**src/rtl/acorn_ad_stream.sv**
```systemverilog
// acorn_ad_stream: ACORN-128 v3 associated-data phase with padding, STEPS state updates per clock.
// Optional ACORN_AD_ABORT_EN adds an abort input that drops any run back to IDLE with a cleared state.
module acorn_ad_stream #(
  parameter int AD_W  = 32,
  parameter int LEN_W = 16,
  parameter int STEPS = 1
) (
  input  logic             clk,
  input  logic             rst,
  input  logic             start,
  input  logic [LEN_W-1:0] ad_len,
  input  logic [292:0]     state_in,
  input  logic [AD_W-1:0]  ad_data,
  input  logic             ad_valid,
`ifdef ACORN_AD_ABORT_EN
  input  logic             abort,
`endif
  output logic             ad_ready,
  output logic [292:0]     state_out,
  output logic             busy,
  output logic             done
);
  localparam int BW  = $clog2(AD_W + 1);
  localparam int BPW = AD_W / 8;
  typedef enum logic [2:0] {IDLE, LOAD, PROC, PAD, DONE} fsm_t;
  fsm_t             fsm_q, fsm_d;
  logic [292:0]     st_q, st_d, nxt;
  logic [LEN_W-1:0] bytes_q, bytes_d;
  logic [AD_W-1:0]  buf_q, buf_d;
  logic [BW-1:0]    bits_q, bits_d;
  logic [7:0]       pad_q, pad_d, j;
  logic             ad_ready_q, ad_ready_d, busy_q, busy_d, done_q, done_d, kill;

  function automatic logic [292:0] step(input logic [292:0] s_in, input logic m, input logic ca);
    logic [292:0] s;
    logic ks, f;
    s = s_in;
    s[289] = s[289] ^ s[235] ^ s[230];
    s[230] = s[230] ^ s[196] ^ s[193];
    s[193] = s[193] ^ s[160] ^ s[154];
    s[154] = s[154] ^ s[111] ^ s[107];
    s[107] = s[107] ^ s[66] ^ s[61];
    s[61]  = s[61] ^ s[23] ^ s[0];
    ks = s[12] ^ s[154] ^ (s[235] & s[61]) ^ (s[235] & s[193]) ^ (s[61] & s[193])
       ^ (s[230] & s[111]) ^ (~s[230] & s[66]);
    f  = s[0] ^ ~s[107] ^ (s[244] & s[23]) ^ (s[244] & s[160]) ^ (s[23] & s[160])
       ^ (ca & s[196]) ^ ks;
    return {f ^ m, s[292:1]};
  endfunction

  always_comb begin
    nxt = st_q;
    j   = pad_q;
    // In PAD only the very first pad bit is 1, and ca clears from pad index 128 on
    for (int k = 0; k < STEPS; k++) begin
      j   = pad_q + 8'(k);
      nxt = fsm_q == PAD ? step(nxt, pad_q == 8'd0 && k == 0, ~j[7]) : step(nxt, buf_q[k], 1'b1);
    end
    fsm_d   = fsm_q;
    st_d    = st_q;
    bytes_d = bytes_q;
    buf_d   = buf_q;
    bits_d  = bits_q;
    pad_d   = pad_q;
`ifdef ACORN_AD_ABORT_EN
    kill = abort && fsm_q != IDLE;
`else
    kill = 1'b0;
`endif
    case (fsm_q)
      IDLE: if (start) begin
        st_d    = state_in;
        bytes_d = ad_len;
        fsm_d   = ad_len == '0 ? PAD : LOAD;
      end
      LOAD: if (ad_valid) begin
        buf_d   = ad_data;
        fsm_d   = PROC;
        bits_d  = bytes_q >= LEN_W'(BPW) ? BW'(AD_W) : BW'({bytes_q, 3'b000});
        bytes_d = bytes_q >= LEN_W'(BPW) ? bytes_q - LEN_W'(BPW) : '0;
      end
      PROC: begin
        st_d   = nxt;
        buf_d  = buf_q >> STEPS;
        bits_d = bits_q - BW'(STEPS);
        if (bits_q == BW'(STEPS)) fsm_d = bytes_q == '0 ? PAD : LOAD;
      end
      PAD: begin
        st_d  = nxt;
        pad_d = pad_q + 8'(STEPS);
        if (pad_q == 8'(256 - STEPS)) fsm_d = DONE;
      end
      DONE:    fsm_d = IDLE;
      default: fsm_d = IDLE;
    endcase
    if (kill) begin
      fsm_d   = IDLE;
      st_d    = '0;
      bytes_d = '0;
      bits_d  = '0;
      pad_d   = '0;
    end
    ad_ready_d = fsm_d == LOAD;
    busy_d     = fsm_d != IDLE;
    done_d     = fsm_d == DONE;
  end

  always_ff @(posedge clk) begin
    if (rst) begin
      fsm_q      <= IDLE;
      st_q       <= '0;
      bytes_q    <= '0;
      buf_q      <= '0;
      bits_q     <= '0;
      pad_q      <= '0;
      ad_ready_q <= 1'b0;
      busy_q     <= 1'b0;
      done_q     <= 1'b0;
    end else begin
      fsm_q      <= fsm_d;
      st_q       <= st_d;
      bytes_q    <= bytes_d;
      buf_q      <= buf_d;
      bits_q     <= bits_d;
      pad_q      <= pad_d;
      ad_ready_q <= ad_ready_d;
      busy_q     <= busy_d;
      done_q     <= done_d;
    end
  end

  assign ad_ready  = ad_ready_q;
  assign state_out = st_q;
  assign busy      = busy_q;
  assign done      = done_q;
endmodule

```
**config.mk**
```make
export PLATFORM = sky130hd
export DESIGN_NAME = acorn_ad_stream
export DESIGN_NICKNAME = d
export VERILOG_FILES = /design/src/rtl/acorn_ad_stream.sv
export SDC_FILE = /design/constraint.sdc
export NUM_CORES = 1
export LEC_CHECK = 0
export CAP_MARGIN = 25
export CORE_AREA = 3 3 249 251
export DETAILED_ROUTE_END_ITERATION = 10
export DIE_AREA = 0 0 252 254
export PLACE_DENSITY = 0.54
export SKIP_LAST_GASP = 1
export SLEW_MARGIN = 20
export SYNTH_ARGS = -nofsm -noshare
export SYNTH_HDL_FRONTEND = slang
export SYNTH_SLANG_ARGS = --single-unit
```
**constraint.sdc**
```tcl
create_clock -name clk -period 2.8 [get_ports clk]
set_input_delay 0.42 -clock clk [delete_from_list [all_inputs] [get_ports clk]]
set_output_delay 0.42 -clock clk [all_outputs]
set_load 0.05 [all_outputs]
```
==> impl_results.md, run 1 <==
* PortBufs at 640
* Pin count of the biggest net entering global routing at 143
* CTS tree: yes
* Hold WC Path Type: in2reg
* Placed Cells at 3,316
* Gpl congestion at 0.915
* Register area at 7230 um2
* Layout cells sized above 1 at 4.37%
* Wirelength per Cell at 20.3 um
* Sequential share of power at 36.5%
* Max Fclk at 403 MHz
* Reg2Reg Depth at 6
* Data arrival, critical path at 2.06 ns
* Vias per cell at 5.03
* Worst setup EP type: output pin
* Final min period at 2.48 ns
* DIE HEIGHT at 254 um
* Post-DP HPWL at 49,500 um
* Main synth FF type: dfxtp_1
* Startpoint Class: register
* Vias in the first global route at 16,600
* Final nets at 2,932
* Crit path depth at 1
* FILL cells at 6,108
* Synth Register Bits at 361
* DRC errors left at 0
* Max_cap viols at 0
* Status: completed
* Setup Buffers After CTS at 0
* Pwr dens at 688 nW/um2
* Final hold vios at 0
* Clk network pwr share at 35.1%
* Fin Setup TNS at 0 ns
* RSZ-0062 raised after global routing: false
* Clk slew on worst S/H paths at 0.06 ns
* Die ar. at 64,000 um2
* Area delta synth->final at 54.0%
* LEAKAGE at 9.21 nW
* Crit path max fanout at 5
* Clock latency on the worst-skew pair at 0.57 ns
* Pre-antenna DRT Iters at 5
* Aggregate global routing overflow at 0
* DRT iter0 DRCs at 926
* Crit path max-delay cell type: clkdlybuf4s50_1
* Slew @ Worst Pin at 0.880 ns
* Multi-input combinational cell area at 7980 um2
* Fin. max-slew vios at 0
* Synth Warn # at 0
* Total GRT Usage at 20.5%
* Min-Delay Path Depth at 2
* Row cnt at 90
* Syn Inst Count at 2,048
* Pre-CTS setup slack at 0.328 ns
* Initial antenna violation count at 13
* Synth async-reset ratio at 0%
* Logic pwr share at 28.5%
* CTS root buf: clkbuf_16
* Tcrit/Tclk final at 88.6%
* Max stage delay on crit path at 0.92 ns
* Initial Utilization at 26.6%
* Boundary Pins at 641
* Synth unique cells at 54
* Internal at 11.1 mW
* Fin Clk Skew at 0.0127 ns
* CP required at 2.38 ns
* Endpoints failing setup at 0
* Switching power at 5.88 mW
* First-pass GRT wire length at 103,000 um
* Share of the yosys chip area belonging to registers at 45.2%
* Worst-path cell chain: clkdlybuf4s50_1
* H-tree levels at 2
* Family with the most delay on the worst path: buffers and inverters
* Rel. slew slack at 40.8%
* Synth Cell Area at 16,000 um2
* CTS sink cnt at 361
* Reg2reg setup slack at 0.43 ns
* Kind of critical path: reg2out
* CTS Hold Buffers Added at 0
* Core outline area at 60,100 um2
* Mean post-synth cell area at 7.81 um2
* Post-synth EDFFs at 0
* Post-Route WL at 69,200 um
* Max clock buf depth at 3
* Min setup slack post-route at 0.321 ns
* Sw frac at 34.7%
* Chip width at 252 um
* Peak supply drop at 0.372 mV
* Post_cts resized at 0
* Vias post-DR at 17,100
* Post-DRT Antenna Nets at 0
* Post-route insts no fill at 3,404
* CP bufs+invs at 1
* CTS Buf Count at 45
* Mapped Nets at 2,399
## cell families (layout without fill, tap and decap cells)
family / Yosys count / after routing / share of synthesized area (%)
and+or+nand+nor: 1027 / 1027 / 25.2
xor gates and xnor gates: 24 / 24 / 1.40
AOI/OAI and AO/OA: 395 / 395 / 20.4
buffers and inverters: 199 / 762 / 5.02
other: 0 / 11 / 0
DFF: 361 / 361 / 45.2
muxes: 35 / 35 / 2.19
adders and majority gates: 7 / 7 / 0.532
## cell usage after synthesis, types with 2 or more instances
cell type    n  area share, %
a2111oi_0    3           0.16
a211oi_1    36            1.7
a21oi_1     22           0.69
a221oi_1     2           0.11
a222oi_1     2           0.13
a22oi_1      7           0.33
a311oi_1   287             16
a32o_1       3           0.19
and2_1       2          0.078
and3_1       2          0.078
buf_1       11           0.26
buf_2       44            1.4
clkbuf_1   133            3.1
dfxtp_1    361             45
ha_1         6           0.47
inv_1       10           0.23
mux2i_1     35            2.2
nand2_1    596             14
nand2b_1     7           0.27
nand3_1      5           0.16
nand3b_1     3           0.14
nand4_1      6           0.23
nor2_1     362            8.5
nor2_2       2          0.078
nor2b_1      2          0.078
nor3_1      16           0.50
nor3b_1      2          0.094
nor4_1      12           0.47
o21a_1       3           0.14
o21ai_0     16           0.50
o22ai_1      3           0.12
or3_1        4           0.16
xnor2_1     14           0.77
xor2_1       9           0.49
## worst paths after layout
| check | startpoint | to |
|---|---|---|
| worst max-delay path | state_out[111] | state_out[111] |
| worst min-delay path | rst | bytes_q[11] |
| worst max register to register | bytes_q[9] | bytes_q[5] |
| worst min register to register | buf_q[19] | buf_q[18] |
## power by group through the flow
stage          Clock [mW]  Sequential [mW]  Combinational [mW]
5_1_grt              6.31             6.25                5.12
2_1_floorplan           0             7.63                1.43
3_5_place_dp            0             6.29                4.83
6_report             5.94             6.18                4.82
4_1_cts              6.12             6.19                4.85
3_3_place_gp            0             6.27                4.82
## per-stage QoR
step | cell area (um2) | power (mW) | util [%] | hold WS, ns
final | 24600 | 16.9 | 40.9 | 0.301
after floorplan | 16000 | 9.06 | - | 0.463
after global placement | 23100 | 11.1 | 38.4 | 0.478
after detailed placement | 23100 | 11.1 | 38.4 | 0.490
after CTS | 24600 | 17.2 | 40.9 | 0.311
after global routing | 24600 | 17.7 | 40.9 | 0.328
## placed cells by master, fill, tap and decap left out, drive strengths merged, types with 9 or more instances in the layout
cell type	synthesis	final
a211oi	36	36
a21oi	22	22
a311oi	287	287
buf	55	36
clkbuf	134	66
clkdlybuf4s50	0	639
dfxtp	361	361
diode	0	11
inv	10	12
mux2i	35	35
nand2	596	596
nor2	364	364
nor3	16	16
nor4	12	12
o21ai	16	16
xnor2	14	14
xor2	9	9
## metal layers
metal  track usage [%]  up-vias  wire (um)
met1              25.0     8082      28300
li1                  -     8299          -
met5                 0        -         41
met3              6.02      119       5700
met4              7.32        6       2220
met2              34.3      632      32900
## area by class of cell
cell class                      instances  share of cell area, %
Inverter                               10                  0.152
Multi-Input combinational cell       1488                   32.4
Antenna cell                           11                  0.112
Clock inverter                         11                  0.569
Timing Repair Buffer                  675                   27.9
Tap cell                              782                   3.97
Sequential cell                       361                   29.4
Clock buffer                           66                   5.51
## sequential cells by signal, indices dropped and copies added (netlist names)
name       count
ad_ready       1
busy           1
pad_q          8
done           1
bits_q         6
fsm_q          3
bytes_q       16
state_out    293
buf_q         32
(Power assumes the default switching activity.)
==> run 2, diff against run 1 <==
--- a/config.mk
+++ b/config.mk
@@ -7,8 +7,10 @@
 export LEC_CHECK = 0
 export CAP_MARGIN = 25
 export CORE_AREA = 3 3 249 251
+export CTS_CLUSTER_DIAMETER = 50
 export DETAILED_ROUTE_END_ITERATION = 10
 export DIE_AREA = 0 0 252 254
+export MAX_ROUTING_LAYER = met4
 export PLACE_DENSITY = 0.54
 export SKIP_LAST_GASP = 1
 export SLEW_MARGIN = 20
==> impl_results.md, run 2 (synthesis results as in run 1) <==
* Hold Path End: bytes_q[13]
* CTS root buf: clkbuf_16
* Initial Utilization at 26.6% (unchanged)
* Post_cts resized at 0 (unchanged)
* Pin count of the biggest net entering global routing at 151 (+5.6%)
* Rel. slew slack at 36.5% (-4.3 points)
* Slew @ Worst Pin at 0.944 ns (+0.0642 ns)
* Initial antenna violation count at 7 (-6)
* Crit path max fanout at 5 (unchanged)
* Tcrit/Tclk final at 90.2% (+1.6 points)
* CTS Hold Buffers Added at 0 (unchanged)
* Gpl congestion at 0.923 (+0.81%)
* Vias in the first global route at 16,900 (+1.4%)
* Internal at 11.5 mW (+3.6%)
* H-tree levels at 2 (unchanged)
* Status: completed
* Worst setup EP type: output pin
* CP required at 2.38 ns (about the same)
* Vias post-DR at 17,300 (+0.78%)
* Reg2Reg Depth at 5 (-1)
* Hold Path Origin: rst
* DRC errors left at 0 (unchanged)
* Reg2reg setup slack at 0.41 ns (-0.02 ns)
* Wirelength per Cell at 20.4 um (+0.37%)
* Max_cap viols at 0 (unchanged)
* Final min period at 2.52 ns (+0.0455 ns)
* Fin Setup TNS at 0 ns (unchanged)
* LEAKAGE at 9.32 nW (+1.2%)
* Endpoints failing setup at 0 (unchanged)
* Most frequent cells in the layout: clkdlybuf4s50_1, nand2_1, nor2_1
* Die ar. at 64,000 um2 (unchanged)
* CTS sink cnt at 361 (unchanged)
* Hold WC Path Type: in2reg
* CP bufs+invs at 1 (unchanged)
* Clk slew on worst S/H paths at 0.06 ns (about the same)
* Worst-path cell chain: clkdlybuf4s50_1
* Total GRT Usage at 21.3% (+0.88 points)
* Logic pwr share at 27.4% (-1.1 points)
* Fin. max-slew vios at 0 (unchanged)
* Post-DRT Antenna Nets at 0 (unchanged)
* Setup Buffers After CTS at 0 (unchanged)
* Max clock buf depth at 3 (unchanged)
* RSZ-0062 raised after global routing: false
* Core outline area at 60,100 um2 (unchanged)
* CTS tree: yes
* Post-DP HPWL at 49,900 um (+0.74%)
* Switching power at 6.17 mW (+5.1%)
* CTS Buf Count at 53 (+18%)
* Min-Delay Path Depth at 2 (unchanged)
* Final nets at 2,937 (+0.17%)
* Pre-antenna DRT Iters at 5 (unchanged)
* Peak supply drop at 0.416 mV (+12%)
* Vias per cell at 5.05 (+0.39%)
* R2R Path End: state_out[85]
* Sw frac at 35.0% (+0.33 points)
* Layout cells sized above 1 at 4.98% (+0.62 points)
* Final hold vios at 0 (unchanged)
* Kind of critical path: reg2out
* Commonest non-fill, non-tap cell in the layout: clkdlybuf4s50_1
* Family with the most delay on the worst path: buffers and inverters
* Post-Route WL at 69,700 um (+0.75%)
* Chip width at 252 um (unchanged)
* Fin Clk Skew at 0.0181 ns (+0.00543 ns)
* Startpoint Class: register
* Data arrival, critical path at 2.10 ns (+0.04 ns)
* Final Util at 41.4% (+0.42 points)
* First-pass GRT wire length at 104,000 um (+1.8%)
* Crit path max-delay cell type: clkdlybuf4s50_1
* Aggregate global routing overflow at 0 (unchanged)
* Boundary Pins at 641 (unchanged)
* Max Fclk at 396 MHz (-1.8%)
* Clock latency on the worst-skew pair at 0.58 ns (about the same)
* Area delta synth->final at 55.6%
* Clk network pwr share at 37.5% (+2.4 points)
* PortBufs at 640 (unchanged)
* Pwr dens at 709 nW/um2 (+3.0%)
* Sequential share of power at 35.1% (-1.4 points)
* DIE HEIGHT at 254 um (unchanged)
* Max FFs per register at 293 (unchanged)
* Max stage delay on crit path at 0.92 ns (about the same)
* Critical register-to-register path startpoint: fsm_q[0]
* DRT iter0 DRCs at 1,045 (+13%)
* Row cnt at 90 (unchanged)
[run 2: metrics by stage]
step | worst slack, ns | total power, mW | cells | instance area (um2) | hold WS [ns]
CTS | 0.190 | 17.9 | 3410 | 24900 | 0.298
global placement | 0.354 | 11.1 | 3313 | 23100 | 0.479
finish | 0.275 | 17.6 | 3417 | 24900 | 0.311
global route | 0.187 | 18.4 | 3417 | 24900 | 0.324
floorplan | 0.683 | 9.06 | 2048 | 16000 | 0.463
detailed placement | 0.303 | 11.1 | 3313 | 23100 | 0.486
[run 2: how the worst max path moves through the flow]
stage / end / startpoint / depth (start not counted)
finish: state_out[111] / state_out[111] / 1
global route: state_out[106] / state_out[106] / 1
CTS: state_out[106] / state_out[106] / 1
detailed placement: state_out[87] / start / 6
global placement: state_out[277] / start / 6
floorplan: state_out[292] / state_out[196] / 7
[run 2: layout make-up]
type / count / area [um2]
inverters: 10 / 37.5
flip-flops and latches: 361 / 7230
well taps: 782 / 978
diodes: 7 / 17.5
repair buffers: 672 / 6880
clock inverters: 32 / 348
fillers: 6066 / 35300
multi-input cells: 1488 / 7980
clock buffers: 65 / 1410
[run 2: routing by layer]
layer | routed length (um) | global-route usage, %
met1 | 28600 | 25.3
met2 | 33800 | 35.5
met3 | 5680 | 6.00
met5 | 0 | -
met4 | 1710 | 5.85
[run 2: power by group through the flow]
stage / clock (mW) / combinational (mW) / sequential (mW)
floorplan: 0 / 1.43 / 7.63
detailed placement: 0 / 4.85 / 6.29
global placement: 0 / 4.83 / 6.28
global route: 7.04 / 5.13 / 6.26
finish: 6.62 / 4.84 / 6.18
CTS: 6.83 / 4.87 / 6.19
